$ cat config.mk
export PLATFORM = sky130hd
export DESIGN_NAME = irq_priority_controller_flat
export DESIGN_NICKNAME = d
export VERILOG_FILES = /design/src/rtl/irq_priority_controller_if.sv /design/src/rtl/irq_priority_controller.sv /design/src/flat_wrapper.sv
export SDC_FILE = /design/constraint.sdc
export NUM_CORES = 1
export LEC_CHECK = 0
export CORE_UTILIZATION = 42
export DETAILED_ROUTE_END_ITERATION = 7
export MAX_ROUTING_LAYER = met4
export PLACE_DENSITY = 0.76
export RECOVER_POWER = 25
export SLEW_MARGIN = 30
export SYNTH_ARGS = -nofsm -noshare
export SYNTH_HDL_FRONTEND = slang
export SYNTH_SLANG_ARGS = --single-unit
$ cat constraint.sdc
create_clock -name clk -period 1.7 [get_ports clk]
set_input_delay 0.17 -clock clk [delete_from_list [all_inputs] [get_ports clk]]
set_output_delay 0.17 -clock clk [all_outputs]
set_load 0.1 [all_outputs]
$ cat src/rtl/irq_priority_controller_if.sv
// Request/mask inputs and the handshaked ID output of the interrupt priority front-end.
// The producer/consumer side uses master; the controller uses slave.
interface irq_priority_controller_if;
  logic [7:0] req;
  logic [7:0] mask;
  logic       irq_ready;
  logic       ovf_clr;
  logic       irq_valid;
  logic [2:0] irq_id;
  logic [7:0] pending;
  logic       overflow;

  modport master (
    output req, mask, irq_ready, ovf_clr,
    input  irq_valid, irq_id, pending, overflow
  );

  modport slave (
    input  req, mask, irq_ready, ovf_clr,
    output irq_valid, irq_id, pending, overflow
  );
endinterface

$ cat src/rtl/irq_priority_controller.sv
// 8-source interrupt front-end: edge/level capture into pending bits, masked
// priority pick (index 7 highest), registered ID under a valid/ready handshake.
module irq_priority_controller #(
  parameter bit LEVEL = 1'b0
) (
  input  logic                       clk,
  input  logic                       rst_n,
  irq_priority_controller_if.slave   irq
);

  logic [7:0] req_q;
  logic [7:0] pend_q, pend_d;
  logic       valid_q, valid_d;
  logic [2:0] id_q, id_d;
  logic       ovf_q, ovf_d;

  logic [7:0] rise;
  logic [7:0] clr;
  logic [7:0] cand;
  logic [2:0] winner;
  logic       acc;

  always_comb begin
    rise    = LEVEL ? irq.req : (irq.req & ~req_q);
    acc     = valid_q & irq.irq_ready;
    clr     = acc ? (8'd1 << id_q) : 8'd0;
    // Set beats clear when a source re-rises in the cycle it is accepted.
    pend_d  = (pend_q & ~clr) | rise;

    ovf_d   = ovf_q;
    if (irq.ovf_clr)
      ovf_d = 1'b0;
    if (!LEVEL && (|(rise & pend_q & ~clr)))
      ovf_d = 1'b1;

    cand    = pend_d & irq.mask;
    winner  = 3'd0;
    for (int i = 0; i < 8; i++) begin
      if (cand[i])
        winner = 3'(i);
    end

    // Output only reloads when idle or on accept; a stalled ID is never retracted.
    valid_d = valid_q;
    id_d    = id_q;
    if (!valid_q || acc) begin
      valid_d = |cand;
      id_d    = winner;
    end
  end

  always_ff @(posedge clk or negedge rst_n) begin
    if (!rst_n) begin
      req_q   <= 8'd0;
      pend_q  <= 8'd0;
      valid_q <= 1'b0;
      id_q    <= 3'd0;
      ovf_q   <= 1'b0;
    end else begin
      req_q   <= irq.req;
      pend_q  <= pend_d;
      valid_q <= valid_d;
      id_q    <= id_d;
      ovf_q   <= ovf_d;
    end
  end

  assign irq.irq_valid = valid_q;
  assign irq.irq_id    = id_q;
  assign irq.pending   = pend_q;
  assign irq.overflow  = ovf_q;

endmodule

$ cat src/flat_wrapper.sv
// flat-port wrapper written by rule: the top's interface ports become plain ports
module irq_priority_controller_flat 
#(
  parameter bit LEVEL = 1'b0
)
  (clk, rst_n, irq_req, irq_mask, irq_irq_ready, irq_ovf_clr, irq_irq_valid, irq_irq_id, irq_pending, irq_overflow);
  irq_priority_controller_if irq_i ();
  input  logic clk;
  input  logic rst_n;
  input wire logic [$bits(irq_i.req)-1:0] irq_req;
  input wire logic [$bits(irq_i.mask)-1:0] irq_mask;
  input wire logic [$bits(irq_i.irq_ready)-1:0] irq_irq_ready;
  input wire logic [$bits(irq_i.ovf_clr)-1:0] irq_ovf_clr;
  output wire logic [$bits(irq_i.irq_valid)-1:0] irq_irq_valid;
  output wire logic [$bits(irq_i.irq_id)-1:0] irq_irq_id;
  output wire logic [$bits(irq_i.pending)-1:0] irq_pending;
  output wire logic [$bits(irq_i.overflow)-1:0] irq_overflow;
  assign irq_i.req = irq_req;
  assign irq_i.mask = irq_mask;
  assign irq_i.irq_ready = irq_irq_ready;
  assign irq_i.ovf_clr = irq_ovf_clr;
  assign irq_irq_valid = irq_i.irq_valid;
  assign irq_irq_id = irq_i.irq_id;
  assign irq_pending = irq_i.pending;
  assign irq_overflow = irq_i.overflow;
  irq_priority_controller #(.LEVEL(LEVEL)) u_core (.clk(clk), .rst_n(rst_n), .irq(irq_i));
endmodule
======== Word-level counts from Yosys, hierarchy flattened ========
Cells that the tools add are included.
storage, ports and cells
  flip-flop bits (word level) ............. 21
  input bits .............................. 20
  output and inout port bits .............. 13
cells by class
  shift operators ......................... 1
  muxes and demuxes ....................... 10
  bitwise gates (word level) .............. 9
  reduce and logical (&&, ||, !) cells .... 5
operators by type and width
  operator                                                           count
  8-bit bitwise AND                                                  5
  8-bit inverter                                                     2
  8-bit OR reduction                                                 2
  3-bit two-way mux                                                  4
  8-bit two-way mux                                                  1
  8-bit bitwise OR                                                   1
  1-bit by 3-bit left shift with 8-bit output, first input constant  1
  2-bit two-way mux                                                  2
  1-bit two-way mux                                                  3
  2-bit nonzero test                                                 1
  1-bit bitwise AND                                                  1
  1-bit logical NOT                                                  1
  1-bit logical OR                                                   1

======== Depth between registers and ports, before layout ========
  depth after elaboration ................. 13
  depth in mapped cells ................... 6
  mapped depth without buffers ............ 6

======== Worst setup path after synthesis ========
No wires, ideal clock.
  kind .................................... reg2reg
  from .................................... reg u_core.id_q[1], in the netlist u_core.irq.irq_id[1]
  to ...................................... reg u_core.valid_q, in the netlist u_core.irq.irq_valid
  setup time .............................. 0.134 ns
  data arrival time ....................... 1.882 ns
  required time ........................... 1.566 ns
  path slack .............................. -0.315 ns
  cell stages (with the launch flop) ...... 7
  path buffers ............................ 0
  cell sequence ........................... dfrtp_1 nand2_1 o21ai_2 nand2_2 a21oi_2 and3_1 nand4_1
on the way
  cells in the longest elaborated chain, start to end .. 7
RTL lines
  element                                      RTL line                       RTL
  start: declaration                           irq_priority_controller.sv:14  logic [2:0] id_q, id_d;
  start signal: assignment                     irq_priority_controller.sv:63  id_q <= id_d;
  1-bit by 3-bit left shift with 8-bit output  irq_priority_controller.sv:26  clr = acc ? (8'd1 << id_q) : 8'd0;
  8-bit two-way mux                            irq_priority_controller.sv:26
  8-bit inverter                               irq_priority_controller.sv:28  pend_d = (pend_q & ~clr) | rise;
  8-bit bitwise AND                            irq_priority_controller.sv:28
  8-bit bitwise OR                             irq_priority_controller.sv:28
  via u_core.pend_d[6]                         irq_priority_controller.sv:12  logic [7:0] pend_q, pend_d;
  8-bit bitwise AND                            irq_priority_controller.sv:36  cand = pend_d & irq.mask;
  8-bit OR reduction                           irq_priority_controller.sv:47  valid_d = |cand;
  end signal: assignment                       irq_priority_controller.sv:62  valid_q <= valid_d;
  end: declaration                             irq_priority_controller.sv:13  logic valid_q, valid_d;
The timed path passes the listed nets, and every way through them passes these cells.
A chain may end at the register's enable or synchronous reset.

======== Worst setup path after layout ========
  from .................................... reg u_core.id_q[0], in the netlist u_core.irq.irq_id[0]
  to ...................................... reg u_core.valid_q, in the netlist u_core.irq.irq_valid
Same word-level chain as after synthesis.

==> impl_metrics.csv <==
group,metric,value,unit
setup_path,critPathMaxFanout,5,
die,fp.dieH,48.5,um
setup_path,crit_slowest_cell,"dfrtp_2",
die,boundaryPins,33,
sta,final.setup.tns,0,ps
clock_tree,clockBufferDepth,2,
sta,slew_headroom,25.9,%
clock_tree,clock_sinks,21,
sta,rsz0062_at_grt,"no",
power_and_ir_drop,finalPower,1.74,mW
setup_path,crit_family,"simple AND/OR/NAND/NOR gates",
drt,routed_wirelength,1.96,mm
sta,period_minus_slack,1550,ps
sta,fin_crit_sh,91.5,%
clock_tree,cts.htree.levels,1,
placement,hpwl,1.52,mm
synthesis,syn_area_per_cell,10.9,um^2
setup_path,reg2reg_from,"u_core.irq.irq_id[0]",
cells_and_area,fin_util,66.5,%
die,core,2000,um^2
setup_path,cpPeakStageDelay,470,ps
setup_path,cp_data_required_time,1880,ps
die,die_w,48.5,um
setup_path,crit_buf_inv,0,
global_route,first_global_vias,835,
job,max_cap_violations,0,
global_route,gr-usage-all-layers,19.9,%
setup_path,startpoint,"u_core.irq.irq_id[0]",
clock_tree,clk_latency,300,ps
cells_and_area,fillers,164,
synthesis,syn_inst,83,
power_and_ir_drop,pwr_density_cell,1310,nW/um^2
global_route,grt_max_degree,22,
drt,first_pass_iters,4,
drt,vias_per_cell,5.44,
cells_and_area,final_cell_count_no_fill,149,
hold_path,holdCritStartpoint,"irq_req[0]",
placement,post-place-ws,-54.7,ps
die,start_util,45.3,%
sta,maxSlewViolCount,0,
drt,vias,811,
placement,io_buffers,32,
sta,finClkSkew,4.77,ps
sta,hold_viol_final,0,
setup_path,crit_type,"reg2reg",
setup_path,worst_ep_arrival_time,1730,ps
global_route,grt-ovfl-total,0,
hold_path,min_path_type,"in2reg",
die,dieArea,2350,um^2
die,rows,16,
drt,route.detailed.drc,0,
clock_tree,ctsResizeCount,0,
sta,tightest_slew,1110,ps
clock_tree,cts_buffers,3,
synthesis,synth_cell_types,28,
drt,post_drt_wl_per_cell,13.2,um
setup_path,setup.worst_path.end_class,"register",
outcome,status,"completed",
power_and_ir_drop,peakVddDrop,713,uV
clock_tree,path_clk_slew,120,ps
placement,place_inst,145,
setup_path,start_kind,"register",
synthesis,netlist_area,907,um^2
clock_tree,postCtsHoldBufs,0,
sta,setup_viol,0,
cells_and_area,antennaDiodeCount,0,
clock_tree,cts_tree,"done",
power_and_ir_drop,p_leak,0.553,nW
cells_and_area,num-nets-final,143,
drt,ant_nets,0,
placement,gp_congestion,0.813,
sta,fmax,0.643,GHz
setup_path,crit_chain,"nand3b_4 -> o21ai_2 -> nand2_2 -> a21oi_2 -> and3_1 -> nand4_1",
drt,drt_iter0_markers,25,
clock_tree,postCtsSetupRepairBufs,0,
synthesis,syn_nets,103,
clock_tree,ctsRootBufferMaster,"clkbuf_4",
synthesis,yosysWarnings,0,
synthesis,synth-seq-cells,21,
sta,setup_slack,145,ps
cells_and_area,drive_gt1_share,26.2,%
cells_and_area,area_growth,46.8,%
global_route,antenna_found_initial,0,
global_route,grt_pass1_wl,3.51,mm
synthesis,seq_area_frac_synth,57.9,%
==> metal layers <==
metal / wire, um / vias up / track usage [%]
met2: 978 / 28 / 34.3
met5: 0 / - / -
li1: - / 376 / -
met4: 32 / 0 / 7.35
met3: 88 / 5 / 2.83
met1: 863 / 402 / 23.7
==> registers in the layout, summed over array words and instances, names as in the netlist <==
register	flops
u_core.req_q	8
u_core.irq.overflow	1
u_core.irq.irq_id	3
u_core.irq.pending	8
u_core.irq.irq_valid	1
==> layout by cell type (no fill, tap or decap), types with 2 or more instances in the layout <==
| master | netlist | layout |
|---|---|---|
| buf_12 | 0 | 4 |
| nor2_1 | 3 | 3 |
| nor2b_1 | 2 | 2 |
| nand2_1 | 12 | 12 |
| dfrtp_2 | 0 | 5 |
| dlygate4sd3_1 | 0 | 9 |
| clkdlybuf4s50_1 | 0 | 10 |
| buf_4 | 0 | 11 |
| nand2b_1 | 9 | 9 |
| o22ai_1 | 5 | 5 |
| dfrtp_1 | 21 | 16 |
| o21ai_0 | 2 | 2 |
| o21ai_1 | 5 | 5 |
| o21ai_2 | 2 | 2 |
| clkbuf_4 | 0 | 3 |
| a21oi_1 | 4 | 4 |
==> where the power goes <==
part	internal (mW)	switching (mW)
registers	0.569	0.0661
logic	0.259	0.608
clock network	0.0878	0.149
total	0.916	0.824
==> worst register-to-register path, delay by kind of cell, from the launching register on <==
kind | cells | cell delay (ps)
DFF | 1 | 470
AOI/OAI and AO/OA | 2 | 350
and+or+nand+nor | 4 | 610
==> cell usage after synthesis, drive strengths merged <==
library cell | n | share of area, %
o21ai | 9 | 5.8
o31a | 1 | 0.97
nand3b | 2 | 3.0
nand3 | 1 | 1.1
o31ai | 1 | 0.83
or2b | 1 | 0.83
o2111ai | 1 | 0.97
a21boi | 1 | 1.2
and3 | 1 | 0.69
nor2 | 3 | 1.2
nor2b | 2 | 1.4
inv | 1 | 0.41
o22ai | 5 | 3.4
dfrtp | 21 | 58
a21bo | 1 | 1.1
o2bb2ai | 1 | 0.97
nor3 | 2 | 1.7
a21oi | 5 | 3.2
or2 | 1 | 0.69
nand2 | 13 | 5.7
nand2b | 9 | 6.2
nand4 | 1 | 0.69
==> cell families after synthesis <==
| logic type | after synthesis | synth area share, % |
|---|---|---|
| AO/OA/AOI/OAI | 25 | 18.5 |
| buffers and inverters | 1 | 0.413 |
| flip-flops | 21 | 57.9 |
| AND/OR/NAND/NOR | 36 | 23.2 |
==> cell type report <==
type / instances / area [um^2] / share of cell area (%)
sequential: 21 / 532 / 39.9
multi-input combinational: 61 / 378 / 28.4
timing repair buffer: 35 / 357 / 26.8
tap: 27 / 33.8 / 2.54
clock buffer: 3 / 22.5 / 1.69
clock inverter: 1 / 5.00 / 0.376
inverter: 1 / 3.75 / 0.282
==> final timing paths <==
check,end,slack (ps),cells past startpoint
hold reg to reg,u_core.irq.pending[4],550,2
max in group asynchronous,u_core.irq.pending[2],380,2
min in group asynchronous,u_core.irq.pending[0],580,2
hold / removal,u_core.req_q[0],440,1
setup / recovery,u_core.irq.irq_valid,150,6
setup reg to reg,u_core.irq.irq_valid,150,6
==> metrics by stage <==
stage          hold slack (ps)  area [um^2]
2_1_floorplan             -126          913
3_3_place_gp               532         1310
3_5_place_dp               538         1310
4_1_cts                    205         1340
5_1_grt                    443         1330
6_report                   440         1330
Note: power is estimated with default switching activity, not from simulation.
